`config.mk`:
```
export PLATFORM = sky130hd
export DESIGN_NAME = serial_mag_comp
export DESIGN_NICKNAME = d
export VERILOG_FILES = /design/src/rtl/serial_mag_comp.sv
export SDC_FILE = /design/constraint.sdc
export NUM_CORES = 1
export LEC_CHECK = 0
export BUFFER_PORTS_ARGS = -buffer_cell sky130_fd_sc_hd__clkbuf_2
export CORE_UTILIZATION = 40
export CTS_BUF_LIST = sky130_fd_sc_hd__clkbuf_4 sky130_fd_sc_hd__clkbuf_8 sky130_fd_sc_hd__clkbuf_16
export CTS_CLUSTER_DIAMETER = 40
export DETAILED_ROUTE_END_ITERATION = 8
export PLACE_DENSITY = 0.61
export SLEW_MARGIN = 20
export SYNTH_ARGS = -nofsm -noshare
export SYNTH_HDL_FRONTEND = slang
export SYNTH_SLANG_ARGS = --single-unit
```
`constraint.sdc`:
```
create_clock -name clk -period 5.6 [get_ports clk]
set_input_delay 0.84 -clock clk [delete_from_list [all_inputs] [get_ports clk]]
set_output_delay 0.84 -clock clk [all_outputs]
set_load 0.005 [all_outputs]
```
`src/rtl/serial_mag_comp.sv`:
```
// Serial unsigned magnitude comparator: one 2-bit digit per cycle, MSB first, one-hot result.
// Optional macro SERIAL_COMP_EARLY_EXIT_EN: leave RUN at the first unequal digit.
module serial_mag_comp #(
   parameter int WIDTH = 8
) (
   input  logic             clk,
   input  logic             rst,
   input  logic             start,
   input  logic [WIDTH-1:0] a,
   input  logic [WIDTH-1:0] b,
   output logic             busy,
   output logic             done,
   output logic             A_eq_B,
   output logic             A_ls_B,
   output logic             A_gt_B
);

   // state  | meaning
   // IDLE   | waiting for start; results from last comparison held
   // RUN    | one digit compared per cycle, index counting down
   // DONE   | one-cycle done pulse, busy still high

   localparam int N  = WIDTH / 2;
   localparam int IW = (N > 1) ? $clog2(N) : 1;

   typedef enum logic [1:0] {
      S_IDLE = 2'd0,
      S_RUN  = 2'd1,
      S_DONE = 2'd2
   } state_t;

   state_t         state, state_nxt;
   logic [WIDTH-1:0] a_r, b_r;
   logic [IW-1:0]  idx;
   logic           dec_lt, dec_gt;
   logic           accept, run_step, leave_run, last_digit;
   logic [1:0]     dig_a, dig_b;
   logic           lt_acc, gt_acc;
   logic [1:0]     dig_a_arr [N];
   logic [1:0]     dig_b_arr [N];

   for (genvar g = 0; g < N; g++) begin : g_digit
      assign dig_a_arr[g] = a_r[2*g +: 2];
      assign dig_b_arr[g] = b_r[2*g +: 2];
   end

   assign dig_a = dig_a_arr[idx];
   assign dig_b = dig_b_arr[idx];

   // An earlier decision is sticky; only the first unequal digit may set one.
   always_comb begin
      lt_acc     = dec_lt | (~dec_gt & (dig_a < dig_b));
      gt_acc     = dec_gt | (~dec_lt & (dig_a > dig_b));
      last_digit = (idx == '0);
`ifdef SERIAL_COMP_EARLY_EXIT_EN
      leave_run  = last_digit | lt_acc | gt_acc;
`else
      leave_run  = last_digit;
`endif
   end

   always_ff @(posedge clk or posedge rst) begin
      if (rst) state <= S_IDLE;
      else     state <= state_nxt;
   end

   always_comb begin
      state_nxt = state;
      accept    = 1'b0;
      run_step  = 1'b0;
      case (state)
         S_IDLE: begin
            if (start) begin
               accept    = 1'b1;
               state_nxt = S_RUN;
            end
         end
         S_RUN: begin
            run_step = 1'b1;
            if (leave_run) state_nxt = S_DONE;
         end
         S_DONE:  state_nxt = S_IDLE;
         default: state_nxt = S_IDLE;
      endcase
   end

   always_ff @(posedge clk or posedge rst) begin
      if (rst) begin
         a_r    <= '0;
         b_r    <= '0;
         idx    <= '0;
         dec_lt <= 1'b0;
         dec_gt <= 1'b0;
         busy   <= 1'b0;
         done   <= 1'b0;
         A_eq_B <= 1'b0;
         A_ls_B <= 1'b0;
         A_gt_B <= 1'b0;
      end else if (accept) begin
         a_r    <= a;
         b_r    <= b;
         idx    <= IW'(N - 1);
         dec_lt <= 1'b0;
         dec_gt <= 1'b0;
         busy   <= 1'b1;
         A_eq_B <= 1'b0;
         A_ls_B <= 1'b0;
         A_gt_B <= 1'b0;
      end else if (run_step) begin
         dec_lt <= lt_acc;
         dec_gt <= gt_acc;
         if (!last_digit) idx <= idx - 1'b1;
         if (leave_run) begin
            done   <= 1'b1;
            A_eq_B <= ~(lt_acc | gt_acc);
            A_ls_B <= lt_acc;
            A_gt_B <= gt_acc;
         end
      end else if (state == S_DONE) begin
         done <= 1'b0;
         busy <= 1'b0;
      end
   end

endmodule

```
# Yosys cells after proc, flatten, opt, wreduce, memory -nomap -nowiden
# Cells that the tools add are included.
# word_totals
out_inout_bits	5
wordCells	76
inputBits	19
regBits	27
# classes
n_eq_ne	7
n_addsub	1
n_reduce_logical	11
bitwise_logic	10
muxes	33
order_cmp	3
# op_table
cell	count
$mux W1	21
$mux W2	9
$bmux W2 S2	2
$ne A2 B2 Y1 const B	4
$reduce_and A2 Y1	4
$reduce_bool A2 Y1	4
$logic_not A2 Y1	2
$not A1 Y1	4
$pmux W2 S2	1
$ge A3 B3 Y1 const B	1
$not A2 Y3	1
$or A1 B1 Y1	3
$reduce_and A3 Y1	1
$and A1 B1 Y1	2
$eq A2 B1 Y1 const B	1
$eq A2 B2 Y1 const B	1
$gt A2 B2 Y1	1
$lt A2 B2 Y1	1
$ne A2 B1 Y1 const B	1
$sub A2 B1 Y2 const B	1

# Depth between registers and ports, before layout
# Gate-level depths: netlist of the first run.
# logic_depth
word_depth	12
mapped_depth	7

# Least setup slack after synthesis of the first run
# OpenSTA, ideal clock, no wires.
# synth_timing
path_kind	flip-flop to flip-flop
from	register idx[0]
to	register A_ls_B
t_arrival_ns	1.833
required_ns	5.474
path_stages_with_launch	7
setup_slack_ns	3.641
n_path_buf	1
cell_sequence	dfrtp_1 buf_6 mux4_1 ha_1 and2b_1 nor3_1 o311a_1
# synth_via
elab_chain_cells	10
elab_cells_between_ends	16
classes_between	order compare: 1; mux: 9; bitwise: 3; reduce/logical: 3
# synth_lines
element	line	rtl
start: declaration	34	logic [IW-1:0] idx;
start signal: assignment	102	idx <= IW'(N - 1);
start signal: assignment	112	if (!last_digit) idx <= idx - 1'b1;
$not A2 Y3 (implied by the code)	47, 48	
$bmux W2 S2, on equally long branches	47, 48	
$mux W2, on equally long branches (2 in series)	47, 48	
$lt A2 B2 Y1	52	lt_acc = dec_lt | (~dec_gt & (dig_a < dig_b));
$and A1 B1 Y1	52	
$or A1 B1 Y1	52	
$mux W1	113	if (leave_run) begin
$mux W1	109	end else if (run_step) begin
$mux W1	99	end else if (accept) begin
end signal: assignment	116	A_ls_B <= lt_acc;
end: declaration	14	output logic A_ls_B,
# Parallel ways exist; a longest one is shown, timed or not. The select of a mux whose other input is x is not followed.
# A chain may end at the register's enable or synchronous reset.

# Worst setup path in the final report of the first run
# layout_timing
from	register idx[0]
to	register dec_gt
# layout_via
elab_chain_cells	9
elab_cells_between_ends	12
classes_between	order compare: 1; mux: 8; bitwise: 3
# layout_lines
element	line	rtl
$not A2 Y3 (implied by the code) *	47, 48	
$bmux W2 S2, on equally long branches	47, 48	
$mux W2, on equally long branches (2 in series)	47, 48	
$gt A2 B2 Y1 *	53	gt_acc = dec_gt | (~dec_lt & (dig_a > dig_b));
$and A1 B1 Y1 *	53	
$or A1 B1 Y1 *	53	
$mux W1 *	109	
$mux W1 *	99	
end signal: assignment	111	dec_gt <= gt_acc;
end: declaration	35	logic dec_lt, dec_gt;
# Mark *: on every way between the ends. The rest lies on a longest branch, timed or not. The select of a mux whose other input is x is not followed.

==> results of run 1 <==
## cell usage after synthesis
library cell / instances / share of area [%]
buf_6: 1 / 0.81
nand2_1: 5 / 1.4
nor2_1: 1 / 0.27
nor2_2: 1 / 0.45
mux2_2: 7 / 5.7
nand2_4: 1 / 0.81
nand2b_1: 2 / 0.90
o311a_1: 1 / 0.72
xnor2_1: 1 / 0.63
and2b_4: 1 / 0.72
o22a_1: 1 / 0.63
dfrtp_1: 27 / 49
nor2b_1: 1 / 0.45
mux4_1: 2 / 3.8
inv_1: 9 / 2.4
and2b_1: 1 / 0.54
a21oi_1: 2 / 0.72
o21bai_1: 1 / 0.54
and2b_2: 1 / 0.63
o21ai_0: 4 / 1.4
nor3_1: 1 / 0.36
buf_4: 1 / 0.54
buf_8: 1 / 1.1
o41ai_2: 2 / 2.4
a31oi_1: 2 / 0.90
a221oi_1: 1 / 0.63
nand3_1: 2 / 0.72
ha_1: 7 / 6.3
mux2_4: 10 / 11
mux4_2: 2 / 3.3
o211ai_1: 1 / 0.54
## stage by stage
step	hold WS, ns	utilization, %	power [mW]	std cells
6_report	0.512	48.8	0.919	168
5_1_grt	0.539	48.8	1.01	168
4_1_cts	0.531	48.8	0.930	168
3_5_place_dp	0.495	47.8	0.838	164
3_3_place_gp	0.486	47.8	0.815	164
2_1_floorplan	0.470	-	0.756	100
## cells by family (layout without fill, tap and decap cells)
logic type	count (synthesis)	count (layout)	share of synthesized area (%)
simple gates	17	17	7.23
compound gates	15	15	8.50
fa+ha+maj	7	7	6.33
flops	27	27	48.8
mux	21	21	23.6
buf+inv	12	36	4.88
xor+xnor	1	1	0.633
## state kept, by name, indices dropped and copies added, names as in the netlist
name / cells
b_r: 8
A_ls_B: 1
idx: 2
dec_lt: 1
A_eq_B: 1
state: 2
a_r: 8
busy: 1
A_gt_B: 1
done: 1
dec_gt: 1
## worst max path at each step
stage	slack, ns	end	cells after the start
final	3.45	dec_gt	5
after global routing	3.28	A_gt_B	5
after CTS	3.43	dec_gt	5
after detailed placement	3.45	dec_gt	5
after global placement	3.52	A_ls_B	5
after floorplan	3.64	A_ls_B	6
## per-layer routing
metal | global-route usage [%] | vias up | part of all wire [%]
met5 | 0 | - | 0
met4 | 6.82 | 0 | 1.4
met1 | 20.7 | 410 | 48
li1 | - | 405 | -
met2 | 24.6 | 20 | 47
met3 | 2.56 | 4 | 3.6
## critical path: cells and delay by family (launching register included)
kind,cells,cell delay (ns)
AO/OA/AOI/OAI,2,0.35
adder cells (fa/ha/maj),1,0.34
flip-flops,1,0.53
multiplexers,1,0.61
AND/OR/NAND/NOR,1,0.21
## power by group through the flow
stage               Sequential (mW)  Clock [mW]  Combinational (mW)
floorplan                     0.330           0               0.427
detailed placement            0.359           0               0.480
finish                        0.352      0.0893               0.478
CTS                           0.354      0.0922               0.484
global placement              0.355           0               0.460
global route                  0.367      0.0991               0.544
## placed cells by master, fill, tap and decap left out, drive strengths merged
cell type,n
o211ai,1
nand2,6
clkinvlp,1
and2b,3
o41ai,2
o21ai,4
clkbuf,26
xnor2,1
dfrtp,27
o21bai,1
nor2,2
a221oi,1
o22a,1
a31oi,2
mux2,17
mux4,4
nor3,1
inv,9
a21oi,2
nand3,2
o311a,1
nor2b,1
ha,7
nand2b,2
## final cells by class
type	count	area [sq um]	share of cell area, %
sequential	27	676	43.6
clock buffer	3	22.5	1.45
tap	44	55.1	3.55
multi-input combinational	61	641	41.3
clock inverter	1	7.51	0.484
inverter	9	33.8	2.18
timing repair buffer	23	115	7.43
==> flow_metrics.py, run 1 <==
metrics = {
    "status": {
        "outcome": "complete, no violations",
    },
    "worst_setup_path": {
        "required_ns": 5.82,
        "slowest_stage": "mux4_1",
        "max_stage_delay_ns": 0.61,
        "startpoint": "idx[0]",
        "worst_r2r_path_depth": 5,
        "rr_endpoint": "dec_gt",
        "r2r_start": "idx[0]",
        "crit_type": "reg2reg",
        "crit_path_max_fanout": 6,
        "arrival_ns": 2.36,
        "start_kind": "register",
        "crit_top_cell": "o21ai_0",
        "end_kind": "register",
        "path_cells": "mux4_1 -> ha_1 -> and2b_1 -> o21ai_0 -> o21ai_0",
        "r2r_slack_ns": 3.45,
    },
    "layout": {
        "drive_gt1_share_pct": 42.7,
        "final_nets": 151,
        "area_growth_pct": 12.0,
        "num_antenna_cells": 0,
        "design_area_sq_um": 1550,
        "fillCellCount": 305,
    },
    "placement": {
        "place_area_sq_um": 1520,
        "routabilityCongestion": 0.713,
        "hpwl_microns": 1680,
        "io_buffers": 23,
        "dp_slack_ns": 3.45,
    },
    "route": {
        "drt_iter0_drc": 31,
        "drt-wirelength-per-cell_microns": 13.6,
        "via_per_inst": 4.99,
        "ant_nets": 0,
        "drc": 0,
        "drtPass1Iterations": 4,
        "wl_microns": 2280,
        "vias": 839,
    },
    "min_path": {
        "hold_path_class": "in2async",
    },
    "pwr": {
        "switching_share_pct": 37.1,
        "pwr-share-clk_pct": 9.7,
        "p_comb_share_pct": 52.0,
        "p_leak_nw": 0.776,
        "pwr-share-seq_pct": 38.3,
        "p_per_area_nw_per_um2": 593,
        "intPower_mw": 0.578,
        "peakVddDrop_mv": 0.228,
        "switching_power_mw": 0.341,
    },
    "clock_network": {
        "tritoncts": "yes",
        "insertion_delay_ns": 0.34,
        "clock-sinks": 27,
        "htree_levels": 1,
        "clkSlewWorstSetupHoldPaths_ns": 0.16,
        "cts-resized-gates": 0,
        "cts_root_buf": "clkbuf_4",
        "cts_setup_buffers": 0,
        "cts_inserted_buffers": 3,
        "hold_buffers": 0,
        "clockBufferDepth": 2,
    },
    "logic_synthesis": {
        "yosysWarnings": 0,
        "synth_cells": 100,
        "synth_seq_cells": 27,
        "synth.avg_cell_area_sq_um": 13.8,
        "synth_cell_types": 31,
        "synth-seq-area-share_pct": 48.8,
        "synth_nets": 126,
        "synthesis.area_sq_um": 1380,
    },
    "floorplan": {
        "die_x_microns": 60.8,
        "core_area_sq_um": 3180,
        "die_y_microns": 60.8,
        "initial_utilization_pct": 43.5,
        "io_pins": 24,
        "dieArea_sq_um": 3700,
        "row_count": 20,
    },
    "timing": {
        "setup_viol": 0,
        "worst_pin_slew_ns": 0.570,
        "rsz0062_at_grt": "false",
        "fmax_mhz": 466,
        "final.setup.worst_slack_ns": 3.45,
        "hold_violations": 0,
        "layout_min_cycle_time_ns": 2.15,
        "finalSetupTns_ns": 0,
        "relSlewSlack_pct": 62.0,
        "fin_crit_sh_pct": 38.3,
        "slew_viol_final": 0,
        "fin_worst_skew_ns": 0.0193,
    },
    "global_route": {
        "grt_pass1_vias": 906,
        "grt_antenna_before_repair": 0,
        "grt_max_degree": 28,
        "grt_first_pass_wirelength_microns": 4160,
        "grt-ovfl-total": 0,
        "track_usage_pct": 15.4,
    },
    "job": {
        "cap_violations": 0,
    },
}
Power figures use the tool's default switching activity.
==> run 2, diff against run 1 <==
Settings changed: ABC_AREA set to 1, PLACE_DENSITY 0.61 to 0.64.
Clock period 5.6 ns to 1.86 ns, I/O delays scaled along.
==> flow_metrics.py, run 2 <==
metrics = {
    "status": {
        "outcome": "complete, no violations",
    },
    "pwr": {
        "p_per_area_nw_per_um2": 1650,
        "peakVddDrop_mv": 0.557,
        "p_leak_nw": 0.873,
    },
    "layout": {
        "multi_input_area_sq_um": 562,
        "num_antenna_cells": 0,
        "mostFrequentLayoutCell": "nand2_1",
        "fillCellCount": 315,
        "final_nets": 222,
        "drive_gt1_share_pct": 17.4,
        "layout.cells.most_common_list": "nand2_1 (81), dfrtp_1 (27), clkbuf_2 (23), inv_1 (15), o21ai_0 (13)",
        "seq_area_sq_um": 676,
        "top_regs": "a_r x8, b_r x8",
        "fin_util_pct": 48.8,
        "area_growth_pct": 12.4,
    },
    "placement": {
        "io_buffers": 23,
        "hpwl_microns": 1810,
        "routabilityCongestion": 0.754,
    },
    "logic_synthesis": {
        "synth_fa_ha_area_share_pct": 6.45,
        "synth_edf_count": 0,
        "synth_commonest_cells": "nand2_1 (81), dfrtp_1 (27), inv_1 (15)",
        "synth_xor_area_share_pct": 0,
        "yosysMostFrequentCell": "nand2_1",
        "synthesis.area_sq_um": 1360,
        "synth_cells": 171,
        "synth_cell_types": 17,
        "synthSimpleGateAreaFrac_pct": 27.2,
        "synth_compound_area_share_pct": 7.74,
        "synthMuxAreaShare_pct": 0,
        "synthArstFlopShare_pct": 100,
        "synth_top_area_cell": "dfrtp_1",
        "ys.flop_type": "dfrtp_1",
        "synth_top_family_by_area": "simple AND/OR/NAND/NOR gates",
        "yosysWarnings": 0,
        "synth_nets": 197,
        "synth_top_area_share_pct": 49.8,
        "synth-seq-area-share_pct": 49.8,
        "synth.avg_cell_area_sq_um": 7.94,
        "synth_seq_cells": 27,
        "synth.area.top_cells": "dfrtp_1 (50%), nand2_1 (22%), ha_1 (6.5%)",
    },
    "timing": {
        "worst_pin_slew_ns": 0.339,
        "finalSetupTns_ns": 0,
        "relSlewSlack_pct": 77.4,
        "fin_worst_skew_ns": 0.00189,
        "layout_min_cycle_time_ns": 1.73,
        "fmax_mhz": 580,
        "slew_viol_final": 0,
        "fin_crit_sh_pct": 92.8,
        "hold_violations": 0,
        "rsz0062_at_grt": "false",
        "setup_viol": 0,
    },
    "clock_network": {
        "tritoncts": "yes",
        "cts_setup_buffers": 0,
        "clkSlewWorstSetupHoldPaths_ns": 0.14,
        "hold_buffers": 1,
        "cts_root_buf": "clkbuf_4",
        "cts-resized-gates": 0,
        "htree_levels": 1,
        "clockBufferDepth": 2,
        "clock-sinks": 27,
        "cts_inserted_buffers": 3,
        "insertion_delay_ns": 0.32,
    },
    "floorplan": {
        "row_count": 20,
        "core_area_sq_um": 3130,
        "die_y_microns": 60.3,
        "die_x_microns": 60.3,
        "dieArea_sq_um": 3630,
        "io_pins": 24,
        "initial_utilization_pct": 43.4,
    },
    "global_route": {
        "grt-ovfl-total": 0,
        "grt_pass1_vias": 989,
        "grt_first_pass_wirelength_microns": 4420,
        "grt_max_degree": 28,
        "track_usage_pct": 16.5,
        "grt_antenna_before_repair": 0,
    },
    "route": {
        "via_per_inst": 4.48,
        "drt_iter0_drc": 52,
        "drc": 0,
        "wl_microns": 2460,
        "vias": 1070,
        "drtPass1Iterations": 4,
        "drt-wirelength-per-cell_microns": 10.3,
        "ant_nets": 0,
    },
    "worst_setup_path": {
        "rr_endpoint": "dec_gt",
        "end_kind": "register",
        "crit_end": "dec_gt",
        "startpoint": "idx[0]",
        "start_kind": "register",
        "crit_type": "reg2reg",
        "worst_r2r_path_depth": 10,
        "crit_path_max_fanout": 12,
        "required_ns": 2.11,
        "r2r_slack_ns": 0.13,
        "r2r_start": "idx[0]",
        "arrival_ns": 1.98,
    },
    "min_path": {
        "hold_path_class": "in2reg",
    },
    "job": {
        "cap_violations": 0,
    },
}
[run 2: cell types whose count changed in the layout (fill, tap and decap cells not counted), moves of 5 or more]
cell and delta:
nand2_1 +76, mux2_4 -10, o21ai_0 +9, inv_1 +7, mux2_2 -7, nor2_1 +5
[run 2: critical path, stage by stage, from the launching register on]
cell	delay, ns
dfrtp_1	0.48
inv_2	0.19
a21oi_1	0.09
o21ai_1	0.07
o21ai_0	0.10
ha_1	0.32
nand2_1	0.07
nand2_1	0.04
nand2_1	0.07
nand2_1	0.07
a21oi_1	0.15
[run 2: layout make-up]
cell class / instances / area share [%]
sequential: 27 / 44.3
timing repair buffer: 25 / 8.70
inverter: 18 / 4.59
tap: 44 / 3.61
clock buffer: 4 / 1.97
multi-input combinational: 121 / 36.8
[run 2: how the worst min path moves through the flow]
stage / depth (start not counted) / from / endpoint / slack, ns
CTS: 3 / b[7] / b_r[7] / 0.13
floorplan: 1 / rst / A_eq_B / 0.33
finish: 3 / b[3] / b_r[3] / 0.13
global route: 3 / b[3] / b_r[3] / 0.13
global placement: 3 / rst / done / 0.33
detailed placement: 3 / rst / b_r[6] / 0.34
[run 2: per-layer routing]
layer  global-route usage [%]  vias to the layer above  routed length [microns]
li1                         -                      574                        -
met1                     21.4                      470                     1180
met2                     26.4                       19                     1150
met3                     3.03                        7                       67
met4                     7.97                        0                       59
met5                        0                        -                        0
[run 2: power breakdown]
part	internal (mW)	switching, mW	leakage, nW	total [mW]
clock network	0.0987	0.168	0.0184	0.266
registers	0.857	0.177	0.338	1.03
logic	0.458	0.758	0.516	1.22
total	1.41	1.10	0.873	2.52
[run 2: cell families after synthesis]
kind of cell	after synthesis
buffers and inverters	23
AO/OA/AOI/OAI	20
adder cells (fa/ha/maj)	7
flip-flops	27
AND/OR/NAND/NOR	94
[run 2: metrics by stage]
| stage | setup slack [ns] | hold slack (ns) | cell area (sq um) | instances | total power [mW] |
|---|---|---|---|---|---|
| 5_1_grt | 0.0115 | 0.127 | 1530 | 239 | 2.83 |
| 3_3_place_gp | 0.245 | 0.331 | 1490 | 234 | 2.21 |
| 4_1_cts | 0.143 | 0.129 | 1530 | 239 | 2.54 |
| 3_5_place_dp | 0.193 | 0.337 | 1490 | 234 | 2.26 |
| 2_1_floorplan | 0.345 | 0.332 | 1360 | 171 | 2.04 |
| 6_report | 0.135 | 0.134 | 1530 | 239 | 2.52 |
